File: src/rtl/issue_select_multi_pkg.sv
// Shared types for the multi-port issue selector: buffer entry and issued-op payloads.
package issue_select_multi_pkg;

   localparam int unsigned BUF_SIZE_LOG = 3;
   localparam int unsigned TAG_W        = BUF_SIZE_LOG + 1;
   localparam int unsigned DATA_W       = 32;
   localparam int unsigned OP_W         = 4;
   localparam int unsigned ESO_W        = 4;

   typedef enum logic [1:0] {
      UNIT_ALU   = 2'd0,
      UNIT_MUL   = 2'd1,
      UNIT_LOAD  = 2'd2,
      UNIT_STORE = 2'd3
   } unit_t;

   typedef enum logic [1:0] {
      S_NOT_EXECUTED   = 2'd0,
      S_ADDR_GENERATED = 2'd1,
      S_EXECUTED       = 2'd2,
      S_COMMITTED      = 2'd3
   } e_state_t;

   typedef enum logic {
      EX_NORMAL   = 1'b0,
      EX_GEN_ADDR = 1'b1
   } ex_mode_t;

   // One instruction-buffer entry as seen by the selector.
   typedef struct packed {
      logic [TAG_W-1:0]  tag;
      unit_t             unit;
      logic              rwmm;
      logic [OP_W-1:0]   op;
      logic [DATA_W-1:0] vj;
      logic [DATA_W-1:0] vk;
      logic [DATA_W-1:0] a;
      logic [DATA_W-1:0] pc;
      logic              j_rdy;
      logic              k_rdy;
      logic              a_rdy;
      e_state_t          e_state;
      logic [ESO_W-1:0]  number_of_early_store_ops;
   } entry_t;

   // Op held in an issue slot and presented to an execution unit.
   typedef struct packed {
      logic              is_valid;
      ex_mode_t          mode;
      unit_t             unit;
      logic              rwmm;
      logic [OP_W-1:0]   op;
      logic [DATA_W-1:0] vj;
      logic [DATA_W-1:0] vk;
      logic [DATA_W-1:0] a;
      logic [DATA_W-1:0] pc;
      logic [TAG_W-1:0]  tag;
   } ex_content_t;

endpackage

File: src/rtl/issue_select_multi_if.sv
// Issue-port bundle between the selector (master) and the execution units (slave).
//   issue_valid    : slot holds an issued op
//   issue_ready    : unit accepts the slot this cycle
//   issue_contents : registered op per slot
//   issue_tags     : tag of each slot
interface issue_select_multi_if #(
   parameter int unsigned ISSUE_WIDTH = 2,
   parameter int unsigned TAG_W       = 4
);
   logic [ISSUE_WIDTH-1:0]                     issue_valid;
   logic [ISSUE_WIDTH-1:0]                     issue_ready;
   issue_select_multi_pkg::ex_content_t        issue_contents [ISSUE_WIDTH];
   logic [ISSUE_WIDTH-1:0][TAG_W-1:0]          issue_tags;

   modport master (
      output issue_valid,
      output issue_contents,
      output issue_tags,
      input  issue_ready
   );

   modport slave (
      input  issue_valid,
      input  issue_contents,
      input  issue_tags,
      output issue_ready
   );
endinterface

File: src/rtl/issue_select_multi.sv
// Multi-port issue selector: each cycle picks up to ISSUE_WIDTH eligible buffer
// entries, largest tag first, into registered per-port slots with valid/ready
// handshakes, and tracks in-flight entries to prevent double issue.
//   clk, rst_n : clock, async active-low reset
//   flush      : synchronous flush of slots and in-flight mask
//   entries    : current buffer contents
//   io         : issue ports (valid/ready/contents/tags)
//   pending    : per-index in-flight mask
module issue_select_multi
   import issue_select_multi_pkg::*;
#(
   parameter int unsigned BUF_SIZE     = 8,
   parameter int unsigned BUF_SIZE_LOG = 3,
   parameter int unsigned ISSUE_WIDTH  = 2
) (
   input  logic                        clk,
   input  logic                        rst_n,
   input  logic                        flush,
   input  entry_t                      entries [BUF_SIZE],
   issue_select_multi_if.master        io,
   output logic [BUF_SIZE-1:0]         pending
);

   localparam int unsigned IDX_W     = (BUF_SIZE_LOG > 0) ? BUF_SIZE_LOG : 1;
   localparam int unsigned OUT_TAG_W = BUF_SIZE_LOG + 1;
   localparam int unsigned CNT_W     = BUF_SIZE_LOG + 1;

   ex_content_t            slot_q      [ISSUE_WIDTH];
   ex_content_t            slot_d      [ISSUE_WIDTH];
   logic [IDX_W-1:0]       slot_idx_q  [ISSUE_WIDTH];
   logic [IDX_W-1:0]       slot_idx_d  [ISSUE_WIDTH];
   logic [BUF_SIZE-1:0]    pend_q;
   logic [BUF_SIZE-1:0]    pend_d;
   logic [TAG_W-1:0]       cap_tag_q   [BUF_SIZE];
   logic [TAG_W-1:0]       cap_tag_d   [BUF_SIZE];
   e_state_t               cap_state_q [BUF_SIZE];
   e_state_t               cap_state_d [BUF_SIZE];

   logic [ISSUE_WIDTH-1:0] slot_free;
   logic [ISSUE_WIDTH-1:0] slot_stall;
   logic [BUF_SIZE-1:0]    held;
   logic [BUF_SIZE-1:0]    pend_live;
   logic [BUF_SIZE-1:0]    elig;
   logic [CNT_W-1:0]       rank        [BUF_SIZE];
   logic [CNT_W-1:0]       free_ord;
   logic [ISSUE_WIDTH-1:0] sel_vld;
   logic [IDX_W-1:0]       sel_idx     [ISSUE_WIDTH];

   // Build the slot payload; address generation first for untouched memory ops.
   function automatic ex_content_t load_content(input entry_t e);
      ex_content_t c;
      c          = '0;
      c.is_valid = 1'b1;
      c.mode     = (e.e_state == S_NOT_EXECUTED &&
                    (e.unit == UNIT_LOAD || e.unit == UNIT_STORE)) ? EX_GEN_ADDR : EX_NORMAL;
      c.unit     = e.unit;
      c.rwmm     = e.rwmm;
      c.op       = e.op;
      c.vj       = e.vj;
      c.vk       = e.vk;
      c.a        = e.a;
      c.pc       = e.pc;
      c.tag      = e.tag;
      return c;
   endfunction

   // Port status: free ports may drain and refill in the same cycle.
   always_comb begin
      slot_free  = '0;
      slot_stall = '0;
      for (int p = 0; p < ISSUE_WIDTH; p++) begin
         slot_free[p]  = !slot_q[p].is_valid || io.issue_ready[p];
         slot_stall[p] = slot_q[p].is_valid && !io.issue_ready[p];
      end
   end

   // In-flight tracking and eligibility; a cleared entry is eligible immediately.
   always_comb begin
      held      = '0;
      pend_live = '0;
      elig      = '0;
      for (int i = 0; i < BUF_SIZE; i++) begin
         for (int p = 0; p < ISSUE_WIDTH; p++) begin
            if (slot_stall[p] && slot_idx_q[p] == IDX_W'(i)) held[i] = 1'b1;
         end
         pend_live[i] = pend_q[i] &&
                        (held[i] || (entries[i].tag == cap_tag_q[i] &&
                                     entries[i].e_state == cap_state_q[i]));
         elig[i] = (entries[i].tag != '0) &&
                   entries[i].j_rdy && entries[i].k_rdy && entries[i].a_rdy &&
                   (entries[i].e_state == S_NOT_EXECUTED ||
                    (entries[i].e_state == S_ADDR_GENERATED &&
                     entries[i].number_of_early_store_ops == '0)) &&
                   !pend_live[i];
      end
   end

   // Rank = number of eligible entries ahead (larger tag, or equal tag at lower index).
   always_comb begin
      for (int i = 0; i < BUF_SIZE; i++) begin
         rank[i] = '0;
         for (int j = 0; j < BUF_SIZE; j++) begin
            if (elig[j] && (entries[j].tag > entries[i].tag ||
                            (entries[j].tag == entries[i].tag && j < i))) begin
               rank[i] = rank[i] + CNT_W'(1);
            end
         end
      end
   end

   // The k-th free port (ascending) takes the eligible entry of rank k.
   always_comb begin
      free_ord = '0;
      sel_vld  = '0;
      for (int p = 0; p < ISSUE_WIDTH; p++) sel_idx[p] = '0;
      for (int p = 0; p < ISSUE_WIDTH; p++) begin
         if (slot_free[p]) begin
            for (int i = 0; i < BUF_SIZE; i++) begin
               if (elig[i] && rank[i] == free_ord) begin
                  sel_vld[p] = 1'b1;
                  sel_idx[p] = IDX_W'(i);
               end
            end
            free_ord = free_ord + CNT_W'(1);
         end
      end
   end

   // Next slot, in-flight mask and captured entry state; flush wins over everything.
   always_comb begin
      slot_d      = slot_q;
      slot_idx_d  = slot_idx_q;
      pend_d      = pend_live;
      cap_tag_d   = cap_tag_q;
      cap_state_d = cap_state_q;
      if (flush) begin
         for (int p = 0; p < ISSUE_WIDTH; p++) slot_d[p].is_valid = 1'b0;
         pend_d = '0;
      end else begin
         for (int p = 0; p < ISSUE_WIDTH; p++) begin
            if (slot_free[p]) slot_d[p].is_valid = 1'b0;
            if (sel_vld[p]) begin
               slot_d[p]                = load_content(entries[sel_idx[p]]);
               slot_idx_d[p]            = sel_idx[p];
               pend_d[sel_idx[p]]       = 1'b1;
               cap_tag_d[sel_idx[p]]    = entries[sel_idx[p]].tag;
               cap_state_d[sel_idx[p]]  = entries[sel_idx[p]].e_state;
            end
         end
      end
   end

   always_ff @(posedge clk or negedge rst_n) begin
      if (!rst_n) begin
         for (int p = 0; p < ISSUE_WIDTH; p++) begin
            slot_q[p]     <= '0;
            slot_idx_q[p] <= '0;
         end
         pend_q <= '0;
         for (int i = 0; i < BUF_SIZE; i++) begin
            cap_tag_q[i]   <= '0;
            cap_state_q[i] <= S_NOT_EXECUTED;
         end
      end else begin
         slot_q      <= slot_d;
         slot_idx_q  <= slot_idx_d;
         pend_q      <= pend_d;
         cap_tag_q   <= cap_tag_d;
         cap_state_q <= cap_state_d;
      end
   end

   // Outputs come straight from the slot registers.
   always_comb begin
      io.issue_valid = '0;
      io.issue_tags  = '0;
      for (int p = 0; p < ISSUE_WIDTH; p++) begin
         io.issue_valid[p]    = slot_q[p].is_valid;
         io.issue_contents[p] = slot_q[p];
         io.issue_tags[p]     = OUT_TAG_W'(slot_q[p].tag);
      end
   end

   assign pending = pend_q;

endmodule

File: src/flat_wrapper.sv
// flat-port wrapper written by rule: the top's interface ports become plain ports
module issue_select_multi_flat import issue_select_multi_pkg::*;
#(
   parameter int unsigned BUF_SIZE     = 8,
   parameter int unsigned BUF_SIZE_LOG = 3,
   parameter int unsigned ISSUE_WIDTH  = 2
)
  (clk, rst_n, flush, entries, pending, io_issue_valid, io_issue_contents, io_issue_tags, io_issue_ready);
  issue_select_multi_if #(.ISSUE_WIDTH(ISSUE_WIDTH), .TAG_W(TAG_W)) io_i ();
  input  logic clk;
  input  logic rst_n;
  input  logic flush;
  input  entry_t entries[BUF_SIZE];
  output logic [BUF_SIZE-1:0] pending;
  output wire logic [$bits(io_i.issue_valid)-1:0] io_issue_valid;
  output wire logic [$bits(io_i.issue_contents)-1:0] io_issue_contents;
  output wire logic [$bits(io_i.issue_tags)-1:0] io_issue_tags;
  input wire logic [$bits(io_i.issue_ready)-1:0] io_issue_ready;
  assign io_issue_valid = io_i.issue_valid;
  assign io_issue_contents = {>>{io_i.issue_contents}};
  assign io_issue_tags = io_i.issue_tags;
  assign io_i.issue_ready = io_issue_ready;
  issue_select_multi #(.BUF_SIZE(BUF_SIZE), .BUF_SIZE_LOG(BUF_SIZE_LOG), .ISSUE_WIDTH(ISSUE_WIDTH)) u_core (.clk(clk), .rst_n(rst_n), .flush(flush), .entries(entries), .io(io_i), .pending(pending));
endmodule
File: config.mk
export PLATFORM = sky130hd
export DESIGN_NAME = issue_select_multi_flat
export DESIGN_NICKNAME = d
export VERILOG_FILES = /design/src/rtl/issue_select_multi_pkg.sv /design/src/rtl/issue_select_multi_if.sv /design/src/rtl/issue_select_multi.sv /design/src/flat_wrapper.sv
export SDC_FILE = /design/constraint.sdc
export NUM_CORES = 1
export LEC_CHECK = 0
export ABC_AREA = 1
export ABC_CLOCK_PERIOD_IN_PS = 7400
export CORE_AREA = 2 2 586 588
export DETAILED_ROUTE_END_ITERATION = 12
export DIE_AREA = 0 0 588 590
export GPL_TIMING_DRIVEN = 1
export HOLD_SLACK_MARGIN = 0.08
export PLACE_DENSITY_LB_ADDON = 0.05
export SYNTH_ARGS = -nofsm -noshare
export SYNTH_HDL_FRONTEND = slang
export SYNTH_SLANG_ARGS = --single-unit
File: constraint.sdc
create_clock -name clk -period 7.4 [get_ports clk]
set_clock_uncertainty 0.2 [all_clocks]
set_input_delay 0.74 -clock clk [delete_from_list [all_inputs] [get_ports clk]]
set_output_delay 0.74 -clock clk [all_outputs]
set_load 0.01 [all_outputs]
# After elaboration in Yosys (flattened, before gate mapping)
# Cells that the tools add are included.
[totals]
word_cells = 673
reg_bits = 344
[classes]
n_reduce_logical = 268
muxes = 155
eq_ne = 78
add_sub_neg = 56
n_lt_le_gt_ge = 72
n_bitwise = 5
[ops]
columns = ["operator", "count"]
rows = [
  ["148-bit binary-select mux with 3-bit select", 2],
  ["148-bit two-way mux", 4],
  ["141-bit two-way mux", 2],
  ["4-bit > comparator", 64],
  ["4-bit two-way mux", 58],
  ["4-bit by 1-bit adder with 4-bit output (second input constant)", 48],
  ["1-bit logical AND", 168],
  ["4-bit equality test", 36],
  ["32-bit two-way mux", 3],
  ["32-bit bitwise mux", 2],
  ["4-bit logical NOT", 16],
  ["1-bit two-way mux", 53],
  ["1-bit logical OR", 48],
  ["16-bit two-way mux", 3],
  ["16-bit bitwise mux", 2],
  ["4-bit by 1-bit equality test with 1-bit output", 8],
  ["8-bit two-way mux", 4],
  ["4-bit nonzero test", 8],
  ["3-bit two-way mux", 10],
  ["4-bit demux with 3-bit select", 2],
  ["3-bit equality test (second input constant)", 8],
  ["2-bit logical NOT", 10],
  ["1-bit by 1-bit adder with 2-bit output (second input constant)", 8],
  ["2-bit by 1-bit equality test with 1-bit output (second input constant)", 8],
  ["other kinds (18)", 59],
]

# Longest topological paths before layout
# Gate-level depths: netlist of the first run.
[logic_depth]
ltp_word = 45
ltp_mapped = 50
ltp_nobuf = 47

# Worst setup path before layout of the first run
# No wires, ideal clock.
[synth_path]
kind = "input to register"
from = "input entries[889] in the netlist's numbering"
to = "register u_core.slot_q, in the netlist u_core.io.issue_contents[172]"
n_path_buf = 2
arrival_ps = 6061
path_slack_ps = 1022
cell_stages = 40
setup_ps = 117
cell_sequence = "or4_1 -> a211oi_1 -> a21boi_0 -> inv_1 -> nor2_1 -> ha_1 -> inv_1 -> nand4_1 -> nand2_1 -> ha_1 -> or2_2 -> nand2_1 -> inv_1 -> ha_1 -> inv_1 -> nand2_1 -> nand2_1 -> inv_1 -> [4 not listed] -> inv_1 -> o21ai_0 -> inv_1 -> nand2_1 -> a21oi_1 -> nand3_1 -> nor2_1 -> nor2_2 -> nand2_1 -> nand2_2 -> nand2_1 -> nand2_1 -> inv_2 -> buf_2 -> clkbuf_1 -> nand4_1 -> nor2_1 -> nor2_1"
[synth_via]
elab_chain_cells = 33
word_cells_on_any_way = 155
classes_between = "48 x add/sub; 76 x mux; 1 x bitwise; 30 x reduce/logical"
[synth_rtl]
columns = ["item", "line_no", "rtl"]
rows = [
  ["from (decl)", "flat_wrapper.sv:13", "input entry_t entries[BUF_SIZE];"],
  ["4-bit logical NOT *", "issue_select_multi.sv:93", "entries[i].number_of_early_store_ops == '0)) &&"],
  ["1-bit logical AND *", "issue_select_multi.sv:92", "(entries[i].e_state == S_ADDR_GENERATED &&"],
  ["1-bit logical OR *", "issue_select_multi.sv:91", "(entries[i].e_state == S_NOT_EXECUTED ||"],
  ["1-bit logical AND *", "issue_select_multi.sv:90", "entries[i].j_rdy && entries[i].k_rdy && entries[i].a_rdy &&"],
  ["1-bit logical AND *", "issue_select_multi.sv:93", ""],
  ["1-bit logical AND", "issue_select_multi.sv:103", "if (elig[j] && (entries[j].tag > entries[i].tag ||"],
  ["4-bit two-way mux", "issue_select_multi.sv:103", ""],
  ["4-bit by 1-bit adder with 4-bit output", "issue_select_multi.sv:105", "rank[i] = rank[i] + CNT_W'(1);"],
  ["[12 not listed]", "n/a", ""],
  ["1-bit logical AND", "issue_select_multi.sv:119", "if (elig[i] && rank[i] == free_ord) begin"],
  ["1-bit two-way mux", "issue_select_multi.sv:119", ""],
  ["2-bit two-way mux (2 in a row)", "issue_select_multi.sv:119", ""],
  ["3-bit two-way mux (4 in a row)", "issue_select_multi.sv:119", ""],
  ["3-bit two-way mux", "issue_select_multi.sv:117", "if (slot_free[p]) begin"],
  ["3-bit inverter with 4-bit output (not written as such)", "issue_select_multi.sv:143", "slot_d[p] = load_content(entries[sel_idx[p]]);"],
  ["148-bit binary-select mux with 3-bit select", "issue_select_multi.sv:143", ""],
  ["148-bit two-way mux (not written as such) (2 in a row)", "issue_select_multi.sv:143", ""],
  ["to (signal assigned)", "issue_select_multi.sv:165", "slot_q <= slot_d;"],
  ["to (decl)", "issue_select_multi.sv:28", "ex_content_t slot_q [ISSUE_WIDTH];"],
]
# Every way passes the cells marked *; elsewhere a longest branch is shown, timed or not. The select of a mux whose other input is x is not followed.
# A chain may end at the register's enable or synchronous reset.

# Worst setup path in the final report of the first run
[layout_path]
from = "input entries[887] in the netlist's numbering"
to = "register u_core.slot_q, in the netlist u_core.io.issue_contents[262]"
[layout_via]
elab_chain_cells = 32
word_cells_on_any_way = 185
classes_between = "42 x add/sub; 15 x order compare; 8 x eq/ne; 70 x mux; 1 x bitwise; 49 x reduce/logical"
[layout_rtl]
columns = ["item"]
rows = [
  ["parallel branches: the longest is 32 deep, another holds 4-bit > comparator"],
]
# Several ways; the timed one is not identified. The select of a mux whose other input is x is not followed.

==> impl_metrics.json, run 1 <==
{
  "hold_path.class": "flip-flop to flip-flop",
  "dp_hpwl_mm": 371,
  "fin_crit_sh": 0.971,
  "rsz0062_at_grt": "yes",
  "crit_required_ns": 7.86,
  "reg2reg_depth": 46,
  "nets": 10200,
  "period_minus_slack_ns": 7.18,
  "drv_cap": 0,
  "finalSetupViolations": 0,
  "core-area_sq_um": 341000,
  "cp_slowest_cell": "clkdlybuf4s50_1",
  "p_leak_uw": 0.0312,
  "grt_remaining_overflow": 0,
  "setup.worst_path.end": "u_core.io.issue_contents[262]",
  "power.density_nw_per_um2": 195,
  "worstMarginPinSlew_ns": 1.15,
  "grt_pass1_vias": 56300,
  "synth_flop_cell": "dfrtp_1",
  "syn_area_per_cell_sq_um": 5.76,
  "cp.arrival_ns": 7.64,
  "grt_max_degree": 96,
  "cp_slowest_stage_delay_ns": 0.56,
  "synth_top_area_frac": 0.228,
  "async_flop_share": 1.00,
  "placed_cell_area_sq_um": 66700,
  "crit_start": "entries[887]",
  "yosysWarnings": 0,
  "clkLatencyLatePin_ns": 0.82,
  "netlist_instances": 6548,
  "viasPerCell": 4.27,
  "worstReg2RegStart": "u_core.cap_state_q[13]",
  "fmax_mhz": 139,
  "cts_buffers": 71,
  "cts.sinks": 344,
  "synth.area.top_cells": "dfrtp_1 (23%), nand2_1 (14%), nor2_1 (12%), a21oi_1 (7.2%), o21ai_1 (6.1%)",
  "nFillCells": 38900,
  "rows": 215,
  "synth_top_cell_by_area": "dfrtp_1",
  "timing.rr.end": "u_core.io.issue_contents[262]",
  "stdcell_area_sq_um": 71900,
  "place_congestion": 0.920,
  "h-tree-depth": 3,
  "finalHoldViolations": 0,
  "pin_count": 1489,
  "stdcell_count": 13600,
  "drt_pass1_iterations": 6,
  "drtIter0Drc": 4655,
  "portBuffers": 1488,
  "wl_met2_mm": 218,
  "die_w_microns": 588,
  "final_core_util": 0.211,
  "yosysUniqueCellTypes": 57,
  "synthToLayoutAreaGrowth_pct": 90.7,
  "dieArea_sq_um": 347000,
  "synth_seq_cells": 344,
  "crit_type": "input pin to flip-flop",
  "m1WireLength_mm": 183,
  "finalPower_uw": 14000,
  "die_h_microns": 590,
  "routed.top_layer": "met5",
  "reg2reg_slack_ns": 0.31,
  "start_util": 0.111,
  "yosysSeqAreaShare": 0.228,
  "synth-edff-count": 0,
  "status": "finished, final reports clean",
  "ant_nets": 0,
  "grt_pass1_wl_mm": 560,
  "dpl.cell_count": 13300,
  "drc": 0,
  "grt_antenna_before_repair": 310,
  "cpMostUsedCell": "nand2_1",
  "grt_usage": 0.241,
  "path_max_fanout": 20,
  "clockBufferDepth": 4,
  "cts_tree": "done",
  "syn_area_sq_um": 37700,
  "drv_slew": 0,
  "path_clk_slew_ns": 0.06,
  "relSlewSlack": 0.233,
  "vias": 58000,
  "ir_drop_uv": 125,
  "post_drt_wl_per_cell_microns": 33.0,
  "end_kind": "flip-flop",
  "startpoint_type": "input pin",
  "syn_nets": 7897,
  "root_buffer": "clkbuf_16",
  "final_layout_size_suffix_gt1_frac": 0.174,
  "dr_wl_met3_mm": 28.8,
  "wl_mm": 449
}
==> worst max-delay path: cells and delay by family <==
kind	cells	cell delay, ns
AND/OR/NAND/NOR	24	2.70
AO/OA/AOI/OAI	4	0.52
buffers and inverters	13	2.12
adder cells (fa/ha/maj)	6	1.52
==> through the flow <==
stage	setup slack (ns)	hold slack, ns	TNS, ns
floorplan	1.02	0.244	0
global placement	-2.23	0.269	-636.69
detailed placement	-1.50	0.276	-386.69
CTS	-0.0376	0.294	-0.108
global route	-0.0401	0.316	-0.797
finish	0.218	0.296	0
==> worst min path at each step <==
stage,startpoint,endpoint,slack (ns),cells past startpoint
6_report,u_core.io.issue_contents[280],u_core.io.issue_contents[280],0.30,2
4_1_cts,u_core.io.issue_contents[139],u_core.io.issue_contents[139],0.29,2
3_3_place_gp,u_core.io.issue_contents[139],u_core.io.issue_contents[139],0.27,2
5_1_grt,u_core.io.issue_contents[192],u_core.io.issue_contents[192],0.32,2
3_5_place_dp,u_core.io.issue_contents[139],u_core.io.issue_contents[139],0.28,2
2_1_floorplan,rst_n,u_core.cap_state_q[0],0.24,0
==> metal layers <==
metal	global-route usage	vias to the layer above
li1	-	26500
met1	0.287	28100
met2	0.421	2514
met3	0.0537	751
met4	0.0884	130
met5	0	-
==> synth_stat cells (all sizes together), types with 4 or more instances <==
library cell and count:
a211oi 6, a21boi 5, a21oi 543, a221oi 4, a22oi 5, a31oi 41, a32oi 17, a41oi 8
and2 6, buf 251, clkbuf 143, clkinv 5, dfrtp 344, ha 160, inv 667, nand2 1473
nand3 383, nand3b 8, nand4 179, nor2 1212, nor3 21, o2111ai 16, o211ai 68, o21ai 854
o21bai 7, o22ai 59, or2 20, xnor2 8, xor2 18
==> cells in the final DEF, fill, tap and decap left out, types with 9 or more instances in the layout <==
cell / n
clkdlybuf4s50_1: 1479
nand2_1: 1422
nor2_1: 1138
buf_4: 924
inv_1: 606
a21oi_1: 537
o21ai_1: 455
o21ai_0: 378
nand3_1: 373
dfrtp_1: 344
nand4_1: 179
ha_1: 153
buf_12: 145
diode_2: 99
clkbuf_16: 99
o211ai_1: 68
o22ai_1: 55
inv_2: 51
a31oi_1: 41
nor2_2: 40
buf_6: 36
nor2_4: 34
nand2_2: 26
buf_16: 22
o21ai_2: 21
xor2_1: 17
a32oi_1: 16
clkbuf_8: 16
nand2_4: 15
o2111ai_1: 15
nand2_8: 13
clkinv_2: 13
nor3_1: 11
nand3_2: 9
==> kinds of logic after synthesis <==
group                      Yosys count  synth area share
AOI/OAI and AO/OA                 1640             0.232
buffers and inverters             1066             0.117
xor gates and xnor gates            26           0.00604
and+or+nand+nor                   3312             0.364
DFF                                344             0.228
adders and majority gates          160            0.0531
==> final cells by class <==
type	count	area, sq um	share of cell area
flip-flops and latches	344	8610	0.120
diodes	99	248	0.00344
repair buffers	2652	26600	0.370
clock buffers	94	2040	0.0284
clock inverters	25	307	0.00426
well taps	4557	5700	0.0793
multi-input cells	5141	25800	0.358
inverters	672	2620	0.0364
==> flip-flops by register name, indices dropped and copies added, names as in the netlist <==
| signal | count |
|---|---|
| u_core.io.issue_contents | 282 |
| u_core.slot_idx_q | 6 |
| u_core.cap_tag_q | 32 |
| u_core.cap_state_q | 16 |
| u_core.pending | 8 |
==> report_power, final <==
group,total (uW),leakage (uW),switching (uW),internal (uW)
combinational,6560,0.0260,3560,3000
sequential,3880,0.00403,1200,2680
clock,3570,0.00117,1430,2140
==> timing repair <==
item / CTS / global route
pin swaps: 12 / 63
gates resized for setup: 98 / 213
gates cloned: 3 / 31
setup buffers: 18 / 48
setup endpoints to repair: 334 / 336
hold buffers: 1 / 0
endpoints found under the hold margin: 45 / 0
Power figures use the tool's default switching activity.
==> inputs of run 2 (changes only) <==
--- a/config.mk
+++ b/config.mk
@@ -8,11 +8,13 @@
 export ABC_AREA = 1
 export ABC_CLOCK_PERIOD_IN_PS = 7400
 export CORE_AREA = 2 2 586 588
+export CTS_CLUSTER_DIAMETER = 50
 export DETAILED_ROUTE_END_ITERATION = 12
 export DIE_AREA = 0 0 588 590
 export GPL_TIMING_DRIVEN = 1
 export HOLD_SLACK_MARGIN = 0.08
 export PLACE_DENSITY_LB_ADDON = 0.05
+export REMOVE_ABC_BUFFERS = 1
 export SYNTH_ARGS = -nofsm -noshare
 export SYNTH_HDL_FRONTEND = slang
 export SYNTH_SLANG_ARGS = --single-unit
==> constraint.sdc (replaced) <==
create_clock -name clk -period 7.4 [get_ports clk]
set_clock_uncertainty 0.2 [all_clocks]
set_input_delay 0.74 -clock clk [delete_from_list [all_inputs] [get_ports clk]]
set_output_delay 0.74 -clock clk [all_outputs]
set_load 0.1 [all_outputs]
==> run 2 against run 1 <==
First-iteration DRC count up 1.2%; combinational power up 81%; setup slack better by 0.071 ns; via count is 0.69% higher; non-clock buffer count is 23 lower; final area is 2.5% higher; final cell count is 0.73% higher; register-to-register slack better by 0.16 ns; routed wire length up 4.0%; core utilization is 0.53 points higher; critical endpoint is now u_core.io.issue_contents[27].
==> impl_metrics.json, run 2 (synthesized netlist as in run 1, its figures left out) <==
{
  "status": "finished, final reports clean",
  "worstHoldStart": "u_core.io.issue_contents[138]",
  "ant_nets": 0,
  "pin_count": 1489,
  "fmax_mhz": 141,
  "finalSetupViolations": 0,
  "drtIter0Drc": 4710,
  "pwr-share-seq": 0.176,
  "grt_max_degree": 93,
  "whs_path_depth": 2,
  "reg2reg_slack_ns": 0.47,
  "clockBufferDepth": 4,
  "cp_slowest_cell": "or4_4",
  "reg2reg_depth": 45,
  "timing.rr.end": "u_core.io.issue_contents[27]",
  "dieArea_sq_um": 347000,
  "cts_buffers": 136,
  "cp.arrival_ns": 7.59,
  "power.density_nw_per_um2": 293,
  "cts.sinks": 344,
  "die_h_microns": 590,
  "final_layout_size_suffix_gt1_frac": 0.194,
  "dp_hpwl_mm": 389,
  "viasPerCell": 4.27,
  "synthToLayoutAreaGrowth_pct": 95.5,
  "grt_antenna_before_repair": 288,
  "start_util": 0.111,
  "clkLatencyLatePin_ns": 0.80,
  "clkPwrFrac": 0.273,
  "combPwrFrac": 0.551,
  "startpoint_type": "input pin",
  "tns_ns": 0,
  "end_kind": "flip-flop",
  "worstReg2RegStart": "u_core.cap_state_q[15]",
  "hold-path-endpoint": "u_core.io.issue_contents[138]",
  "cpMostUsedCell": "nand2_1",
  "grt_pass1_vias": 57200,
  "final_core_util": 0.216,
  "portBuffers": 1488,
  "p_leak_uw": 0.0322,
  "h-tree-depth": 4,
  "hold_path.class": "flip-flop to flip-flop",
  "dp_slack_ns": -1.78,
  "p_switching_uw": 12000,
  "internal-power_uw": 9600,
  "crit_type": "input pin to flip-flop",
  "vias": 58400,
  "crit_required_ns": 7.88,
  "setup_slack_ns": 0.289,
  "ir_drop_uv": 238,
  "rsz0062_at_grt": "yes",
  "worstMarginPinSlew_ns": 1.23,
  "grt_usage": 0.254,
  "path_clk_slew_ns": 0.04,
  "root_buffer": "clkbuf_16",
  "dpl.cell_count": 13300,
  "nFillCells": 38900,
  "finalHoldViolations": 0,
  "cp_slowest_stage_delay_ns": 0.59,
  "place_congestion": 0.915,
  "post_drt_wl_per_cell_microns": 34.1,
  "drc": 0,
  "core-area_sq_um": 341000,
  "drv_slew": 0,
  "finalPower_uw": 21600,
  "wl_mm": 467,
  "relSlewSlack": 0.176,
  "drt_pass1_iterations": 5,
  "fin_crit_sh": 0.961,
  "stdcell_count": 13700,
  "cts_tree": "done",
  "die_w_microns": 588,
  "drv_cap": 0,
  "power.share.switching": 0.556,
  "largest_register_ff_count": 282,
  "path_max_fanout": 15,
  "final_cell_mix": "nand2_1 (1,415), clkdlybuf4s50_1 (1,383), nor2_1 (1,122), buf_4 (991), inv_1 (604)",
  "period_minus_slack_ns": 7.11,
  "grt_pass1_wl_mm": 585,
  "mostFrequentLayoutCell": "nand2_1",
  "nets": 10300,
  "grt_remaining_overflow": 0,
  "rows": 215
}
## run 2: cell count changes in the layout (fill, tap and decap cells not counted), sizes merged, moves of 3 or more
| cell | before | now |
|---|---|---|
| buf | 1134 | 1217 |
| clkdlybuf4s50 | 1479 | 1383 |
| bufinv | 6 | 12 |
| clkbuf | 121 | 209 |
| inv | 667 | 670 |
| clkinv | 22 | 40 |
## run 2: power groups by stage
| stage | Clock, uW | Combinational, uW | Sequential (uW) |
|---|---|---|---|
| floorplan | 0 | 1570 | 8600 |
| global placement | 0 | 11900 | 3910 |
| detailed placement | 0 | 11900 | 3900 |
| CTS | 6060 | 12000 | 3890 |
| global route | 6140 | 12400 | 3900 |
| finish | 5900 | 11900 | 3810 |
## run 2: worst max-delay path, delay by kind of cell
kind,cells,cell delay (ns)
compound gates,5,1.20
simple gates,20,2.40
buf+inv,14,1.82
fa+ha+maj,5,1.32
## run 2: through the flow
stage / hold WS, ns / instance area, sq um
6_report: 0.298 / 73700
2_1_floorplan: 0.244 / 35800
3_5_place_dp: 0.292 / 66500
5_1_grt: 0.324 / 73600
4_1_cts: 0.301 / 71600
3_3_place_gp: 0.278 / 66500
## run 2: final cells by class
| cell class | instances | area [sq um] | share of cell area |
|---|---|---|---|
| antenna | 101 | 253 | 0.00343 |
| inverter | 672 | 2620 | 0.0355 |
| sequential | 344 | 8610 | 0.117 |
| multi-input combinational | 5139 | 25700 | 0.349 |
| tap | 4557 | 5700 | 0.0773 |
| clock buffer | 189 | 3910 | 0.0530 |
| timing repair inverter | 1 | 11.3 | 0.000153 |
| clock inverter | 51 | 633 | 0.00859 |
| timing repair buffer | 2629 | 26300 | 0.357 |
## run 2: how the worst max path moves through the flow
stage / end / from / slack (ns)
after floorplan: u_core.io.issue_contents[10] / u_core.io.issue_contents[281] / -3.29
after global placement: u_core.io.issue_contents[211] / entries[891] / -1.87
after detailed placement: u_core.io.issue_contents[211] / entries[891] / -1.78
after CTS: u_core.io.issue_contents[228] / entries[1180] / -0.02
after global routing: u_core.io.issue_contents[95] / entries[1183] / -0.02
final: u_core.io.issue_contents[27] / entries[889] / 0.29
## run 2: layer usage
metal,wire length (microns),GRT usage,part of all wire,vias to the layer above
met5,619,0,0.0013,-
met2,232000,0.453,0.50,2654
met1,182000,0.288,0.39,28300
met3,31600,0.0631,0.068,761
li1,-,-,-,26600
met4,20300,0.0991,0.044,90
## run 2: what timing repair did
action / CTS / global route
setup endpoints to repair: 335 / 331
buffers inserted: 14 / 52
endpoints found under the hold margin: 49 / 0
gates resized for setup: 88 / 263
hold buffers: 1 / 0
pin swaps: 18 / 104
cloned: 6 / 20
